$ cat src/rtl/uart_rx_deserializer.sv
// rtl/uart_rx_deserializer.sv - 16x-oversampling UART receiver front end; UART_RX_PARITY_EN selects 8E1 with parity_err
module uart_rx_deserializer #(
    parameter int DBIT     = 8,
    parameter int SB_TICK  = 16,
    parameter int BAUD_DIV = 326
) (
    input  logic       top_clk,
    input  logic       reset,
    input  logic       rx,
    output logic       rx_done_tick,
    output logic [7:0] rx_bus,
    output logic       frame_err
`ifdef UART_RX_PARITY_EN
    ,
    output logic       parity_err
`endif
);

    localparam int DIV_W = (BAUD_DIV > 1) ? $clog2(BAUD_DIV) : 1;

`ifdef UART_RX_PARITY_EN
    typedef enum logic [2:0] {IDLE, START, DATA, PAR, STOP, WAIT_HI} state_t;
`else
    typedef enum logic [2:0] {IDLE, START, DATA, STOP, WAIT_HI} state_t;
`endif

    state_t           state_q, state_d;
    logic             rx_meta_q, rx_s_q;
    logic [DIV_W-1:0] div_q, div_d;
    logic             tick;
    logic [3:0]       s_q, s_d;
    logic [2:0]       n_q, n_d;
    logic [7:0]       b_q, b_d;
    logic [7:0]       bus_q, bus_d;
    logic             done_q, done_d;
    logic             ferr_q, ferr_d;
`ifdef UART_RX_PARITY_EN
    logic             par_q, par_d;
    logic             perr_q, perr_d;
`endif

    always_comb begin
        tick  = (div_q == DIV_W'(BAUD_DIV - 1));
        div_d = tick ? '0 : div_q + 1'b1;
    end

    always_comb begin
        state_d = state_q;
        s_d     = s_q;
        n_d     = n_q;
        b_d     = b_q;
        bus_d   = bus_q;
        done_d  = 1'b0;
        ferr_d  = 1'b0;
`ifdef UART_RX_PARITY_EN
        par_d   = par_q;
        perr_d  = 1'b0;
`endif
        case (state_q)
            IDLE: begin
                // Start edge is seen on top_clk so the start bit is centred to within one tick
                if (!rx_s_q) begin
                    state_d = START;
                    s_d     = '0;
                end
            end
            START: begin
                if (tick) begin
                    if (s_q == 4'd7) begin
                        if (!rx_s_q) begin
                            s_d     = '0;
                            n_d     = '0;
                            state_d = DATA;
                        end else begin
                            state_d = IDLE;
                        end
                    end else begin
                        s_d = s_q + 4'd1;
                    end
                end
            end
            DATA: begin
                if (tick) begin
                    if (s_q == 4'd15) begin
                        s_d = '0;
                        b_d = {rx_s_q, b_q[7:1]};
                        if (n_q == 3'(DBIT - 1)) begin
`ifdef UART_RX_PARITY_EN
                            state_d = PAR;
`else
                            state_d = STOP;
`endif
                        end else begin
                            n_d = n_q + 3'd1;
                        end
                    end else begin
                        s_d = s_q + 4'd1;
                    end
                end
            end
`ifdef UART_RX_PARITY_EN
            PAR: begin
                if (tick) begin
                    if (s_q == 4'd15) begin
                        s_d     = '0;
                        par_d   = rx_s_q;
                        state_d = STOP;
                    end else begin
                        s_d = s_q + 4'd1;
                    end
                end
            end
`endif
            STOP: begin
                if (tick) begin
                    if (s_q == 4'(SB_TICK - 1)) begin
                        if (rx_s_q) begin
                            state_d = IDLE;
`ifdef UART_RX_PARITY_EN
                            if ((^b_q) ^ par_q) begin
                                perr_d = 1'b1;
                            end else begin
                                bus_d  = b_q;
                                done_d = 1'b1;
                            end
`else
                            bus_d  = b_q;
                            done_d = 1'b1;
`endif
                        end else begin
                            ferr_d  = 1'b1;
                            state_d = WAIT_HI;
                        end
                    end else begin
                        s_d = s_q + 4'd1;
                    end
                end
            end
            WAIT_HI: begin
                // A held-low line (break) must go high before another start is accepted
                if (rx_s_q) begin
                    state_d = IDLE;
                end
            end
            default: state_d = IDLE;
        endcase
    end

    always_ff @(posedge top_clk) begin
        if (reset) begin
            rx_meta_q <= 1'b1;
            rx_s_q    <= 1'b1;
            div_q     <= '0;
            state_q   <= IDLE;
            s_q       <= '0;
            n_q       <= '0;
            b_q       <= '0;
            bus_q     <= '0;
            done_q    <= 1'b0;
            ferr_q    <= 1'b0;
`ifdef UART_RX_PARITY_EN
            par_q     <= 1'b0;
            perr_q    <= 1'b0;
`endif
        end else begin
            rx_meta_q <= rx;
            rx_s_q    <= rx_meta_q;
            div_q     <= div_d;
            state_q   <= state_d;
            s_q       <= s_d;
            n_q       <= n_d;
            b_q       <= b_d;
            bus_q     <= bus_d;
            done_q    <= done_d;
            ferr_q    <= ferr_d;
`ifdef UART_RX_PARITY_EN
            par_q     <= par_d;
            perr_q    <= perr_d;
`endif
        end
    end

    assign rx_done_tick = done_q;
    assign rx_bus       = bus_q;
    assign frame_err    = ferr_q;
`ifdef UART_RX_PARITY_EN
    assign parity_err   = perr_q;
`endif

endmodule

$ cat config.mk
export PLATFORM = sky130hd
export DESIGN_NAME = uart_rx_deserializer
export DESIGN_NICKNAME = d
export VERILOG_FILES = /design/src/rtl/uart_rx_deserializer.sv
export SDC_FILE = /design/constraint.sdc
export NUM_CORES = 1
export LEC_CHECK = 0
export CAP_MARGIN = 20
export CORE_UTILIZATION = 40
export CTS_BUF_LIST = sky130_fd_sc_hd__clkbuf_16
export DETAILED_ROUTE_END_ITERATION = 16
export PLACE_DENSITY = 0.69
export SETUP_SLACK_MARGIN = 0.2
export SYNTH_ARGS = -nofsm -noshare
export SYNTH_HDL_FRONTEND = slang
export SYNTH_SLANG_ARGS = --single-unit
$ cat constraint.sdc
create_clock -name top_clk -period 2.1 [get_ports top_clk]
set_input_delay 0.42 -clock top_clk [delete_from_list [all_inputs] [get_ports top_clk]]
set_output_delay 0.42 -clock top_clk [all_outputs]
set_load 0.01 [all_outputs]
# --- After elaboration in Yosys (flattened, before gate mapping) ---
# Index checks and enable logic that the tools add are counted.
op_classes:
  add_sub_neg: 3
  eq_ne: 20
  n_mux: 29
  bitwise_logic: 3
  n_reduce_logical: 10
ops:
  columns: ["op", "n"]
  rows:
  - ["$mux W3", 16]
  - ["$mux W4", 7]
  - ["$ne A2 B2 Y1 const B", 12]
  - ["$pmux W4 S4", 1]
  - ["$pmux W3 S5", 1]
  - ["$add A9 B1 Y9 const B", 1]
  - ["$eq A9 B9 Y1 const B", 1]
  - ["$reduce_and A9 Y1", 1]
  - ["$reduce_and A7 Y1", 1]
  - ["$eq A3 B2 Y1 const B", 2]
  - ["$eq A3 B3 Y1 const B", 2]
  - ["$pmux W3 S2", 1]
  - ["$reduce_and A5 Y1", 1]
  - ["$add A4 B1 Y4 const B", 1]
  - ["$eq A4 B3 Y1 const B", 1]
  - ["$eq A4 B4 Y1 const B", 1]
  - ["$reduce_and A4 Y1", 1]
  - ["$reduce_bool A4 Y1", 1]
  - ["$reduce_or A4 Y1", 1]
  - ["$add A3 B1 Y3 const B", 1]
  - ["$eq A3 B1 Y1 const B", 1]
  - ["$logic_not A3 Y1", 1]
  - ["$not A1 Y1", 3]
  - ["$reduce_and A3 Y1", 1]
  - ["other kinds (4)", 5]
word_totals:
  register_bits: 39
  in_bits: 3
  out_inout_bits: 10
  elab_cells: 75

# --- Logic depth before layout (Yosys ltp) ---
depth:
  depth_word: 5
  depth_mapped: 8
  depth_no_buf: 7

# --- Worst setup path after synthesis ---
# Ideal clock, no wire load.
synth_timing:
  path_type: "reg-to-reg"
  start: "register s_q[0]"
  end: "register s_q[2]"
  arrival_ps: 1794
  required_time_ps: 1978
  slack_ps: 184
  stages_incl_launch_ff: 8
  path_buffers: 1
  path_cell_list: "dfxtp_1 > ha_1 > and4_1 > clkbuf_1 > nand3b_1 > a211oi_1 > o21ai_1 > a221o_1"
synth_via:
  elab_chain_len: 4
  elab_cells_between_ends: 12
  classes_between: "add/sub: 1; eq/ne: 3; mux: 7; reduce/logical: 1"
synth_lines:
  columns: ["element", "line_no", "rtl"]
  rows:
  - ["start: declaration", "31", "logic [3:0] s_q, s_d;"]
  - ["start signal: assignment", "155", "s_q <= '0;"]
  - ["start signal: assignment", "170", "s_q <= s_d;"]
  - ["$add A4 B1 Y4, or another cell as far along", "78, 97, 135", null]
  - ["$mux W4, on equally long branches", "116, 69, 84", null]
  - ["$mux W4, on equally long branches", "115, 68, 83", null]
  - ["$pmux W4 S4", "59", "case (state_q)"]
# Several ways; a longest one is shown, not always the timed one. The select of a mux whose other input is x is not followed.
# A chain may end at the register's enable or synchronous reset.

# --- Worst setup path in the final report ---
layout_timing:
  start: "register div_q[1]"
  end: "register b_q[6]"
layout_via:
  elab_chain_len: 2
layout_lines:
  columns: ["element", "line_no", "rtl"]
  rows:
  - ["start: declaration", "29", "logic [DIV_W-1:0] div_q, div_d;"]
  - ["start signal: assignment", "168", "div_q <= div_d;"]
  - ["$eq A9 B9 Y1", "43", "tick = (div_q == DIV_W'(BAUD_DIV - 1));"]
  - ["$reduce_and A3 Y1 (no source line)", null, null]
  - ["end signal: assignment", "157", "b_q <= '0;"]
  - ["end signal: assignment", "172", "b_q <= b_d;"]
  - ["end: declaration", "33", "logic [7:0] b_q, b_d;"]
# Every way passes these cells.

==> run_results.csv <==
group,metric,value,unit
timing,fin_ws,245,ps
global_routing,grt-ovfl-total,0,
timing,slew_headroom,71.1,%
worst_setup_path,path_cells,"inv_2, ha_1, and4b_1, nand2_2, or4_4, buf_8, mux2i_1, nor2_1",
clock_network,cts_tree,"done",
logic_synthesis,synth_compound_area_share,7.63,%
logic_synthesis,synth_top_area_share,44.5,%
logic_synthesis,ys_top_cells_by_area,"dfxtp_1, mux2i_1, nor2_1, ha_1, xor2_1",
flow_run,cap_violations,0,
logic_synthesis,synthArstFlopShare,0,%
finish,fillerInstances,363,
detailed_routing,drtIter0Drc,47,
timing,tns,0,ps
finish,final_net_count,214,
worst_setup_path,critPathTopFamily,"simple AND/OR/NAND/NOR gates",
global_routing,antenna_found_initial,0,
timing,skew,3.75,ps
logic_synthesis,yosys_most_used_dff,"dfxtp_1",
pwr,power_frac_clock,42.0,%
timing,slew_viol_final,0,
global_routing,grt_util_met2,21.4,%
floorplanning,core_area,4120,um^2
placed_design,io_buffer_count,12,
worst_setup_path,worst_ep_required_time,2260,ps
clock_network,holdBufCountCts,0,
timing,finalSetupViolCount,0,
logic_synthesis,syn_area,1760,um^2
worst_setup_path,cp_max_fo,8,
finish,area_growth,23.0,%
global_routing,grt_pass1_vias,1151,
pwr,combPwrFrac,10.5,%
floorplanning,die-area,4660,um^2
pwr,power_density,753,nW/um^2
detailed_routing,vias,1339,
clock_network,clock_path_buffers,2,
logic_synthesis,yosys.area.top_type,"dfxtp_1",
floorplanning,die_w,68.2,um
placed_design,gp_congestion,0.858,
logic_synthesis,synth_fa_ha_area_share,3.56,%
timing,finalCritPeriodShare,88.3,%
pwr,power.switching,0.370,mW
run_status,outcome,"complete, no violations",
global_routing,busiest_layer,"met1",
worst_setup_path,critPathCaptureType,"register",
floorplanning,io_pins,13,
floorplanning,fp.dieH,68.2,um
floorplanning,rows,23,
global_routing,grt_usage,15.5,%
pwr,leakage,0.955,nW
clock_network,clk_latency,270,ps
pwr,ir_worst_vdd,600,uV
floorplanning,initial_utilization,42.7,%
global_routing,grt_max_degree,17,
placed_design,dp_hpwl,2220,um
finish,drive_gt1_share,17.6,%
detailed_routing,wire_per_inst,12.4,um
pwr,netSwitchingFraction,22.8,%
placed_design,post-place-ws,120,ps
logic_synthesis,yosysMostFrequentCell,"dfxtp_1",
worst_setup_path,critPathMaxStageDelay,540,ps
logic_synthesis,synth-simple-area-share,23.9,%
logic_synthesis,synth_edf_count,0,
logic_synthesis,synth_xor_area_share,4.99,%
worst_setup_path,crit_buf_inv,2,
detailed_routing,drt_pass1_iterations,4,
logic_synthesis,ys_ff_latch,39,
timing,finalHoldViolations,0,
clock_network,htree_num_levels,2,
pwr,p_int,1.25,mW
logic_synthesis,yosysSeqAreaShare,44.5,%
detailed_routing,wl,3160,um
global_routing,grt_pass1_wl,5310,um
worst_setup_path,cp_data_arrival_time,2020,ps
pwr,pwr-share-seq,47.6,%
worst_setup_path,cpMaxStageDelayCell,"or4_4",
logic_synthesis,synth_fp_nets,193,
timing,layout_min_cycle_time,1850,ps
clock_network,clockRootBuffer,"clkbuf_16",
logic_synthesis,synth_top_family_by_area,"simple AND/OR/NAND/NOR gates",
detailed_routing,vias_per_cell,5.25,
logic_synthesis,synth_warnings,0,
logic_synthesis,ys_top_cells_by_count,"dfxtp_1, nor2_1, mux2i_1, clkbuf_1, xor2_1",
detailed_routing,ant_nets,0,
timing,rsz0062_at_grt,"true",
clock_network,path_clk_slew,50,ps
logic_synthesis,synth_cell_types,42,
timing,worst_pin_slew,433,ps
global_routing,use_met3,4.50,%
clock_network,clock_sinks,39,
logic_synthesis,synthCells,185,
timing,fmax,539,MHz
hold_path,hold_class,"register to register",
worst_setup_path,path_class,"register to register",
logic_synthesis,post_synth_mux_area_share,12.1,%
global_routing,use_met1,21.8,%
finish,diodes,0,
worst_setup_path,setup.worst_path.start_class,"register",
detailed_routing,drc_errors,0,
logic_synthesis,avgSynthCellArea,9.49,um^2
clock_network,numCtsBuffers,5,
## cell type report
class                           count  area (um^2)  area share (%)
Inverter                            2         7.51           0.348
Tap cell                           50         62.6            2.90
Clock inverter                      1         7.51           0.348
Timing Repair Buffer               26          236            11.0
Clock buffer                        5          125            5.80
Sequential cell                    39          782            36.2
Multi-Input combinational cell    132          937            43.4
## path summary, 6_finish.rpt
check | cells past startpoint | to | start | slack [ps]
worst max-delay path | 8 | b_q[6] | div_q[1] | 250
worst min-delay path | 1 | rx_s_q | rx_meta_q | 400
worst max register to register | 8 | b_q[6] | div_q[1] | 250
worst min register to register | 1 | rx_s_q | rx_meta_q | 400
## power by group through the flow
stage | combinational [mW] | clock, mW | sequential (mW)
floorplan | 0.116 | 0 | 0.779
global placement | 0.164 | 0 | 0.786
detailed placement | 0.163 | 0 | 0.786
CTS | 0.165 | 0.699 | 0.771
global route | 0.192 | 0.733 | 0.775
finish | 0.170 | 0.682 | 0.773
## layout by cell type (no fill, tap or decap), types with 2 or more instances in the layout
cell type	n
dfxtp_1	38
nor2_1	34
mux2i_1	19
clkdlybuf4s50_1	12
buf_4	12
xor2_1	7
nand3_1	6
a21oi_1	5
nor3_1	5
clkbuf_16	5
nand4_1	4
and3_1	4
ha_1	4
nand2b_1	3
nand3b_1	3
xnor2_1	3
nand2_1	3
and4b_1	2
o21ai_0	2
and2_1	2
mux2_2	2
a22oi_1	2
or2_2	2
## flip-flops by register name, indices dropped and copies added (netlist names)
register,cells
b_q,8
div_q,9
frame_err,1
n_q,3
rx_bus,8
rx_done_tick,1
rx_meta_q,1
rx_s_q,1
s_q,4
state_q,3
## metal layers
metal | wire, um | part of all wire, % | vias up
met5 | 0 | 0 | -
met4 | 66 | 2.1 | 0
met3 | 117 | 3.7 | 6
met2 | 1330 | 42 | 30
met1 | 1640 | 52 | 614
li1 | - | - | 689
## what timing repair did
item / 4_1_cts / 5_1_grt
gates cloned: 0 / 0
gates resized for setup: 2 / 10
setup buffers: 2 / 2
endpoints found under the setup margin: 10 / 20
pin swaps: 3 / 5
hold endpoints to repair: 0 / 0
## cell families after synthesis
group | count (synthesis)
AND/OR/NAND/NOR | 77
flip-flops | 39
multiplexers | 21
AO/OA/AOI/OAI | 19
buffers and inverters | 14
XOR/XNOR | 10
adder cells (fa/ha/maj) | 5
## per-stage QoR
stage               power (mW)  utilization, %  area, um^2  instances  hold slack [ps]
floorplan                0.895               -        1760        185              389
finish                    1.62            52.4        2160        255              404
detailed placement       0.949            47.8        1970        245              393
global route              1.70            52.4        2160        255              423
global placement         0.950            47.8        1970        245              392
CTS                       1.63            51.5        2120        253              406
Power figures use the tool's default switching activity.
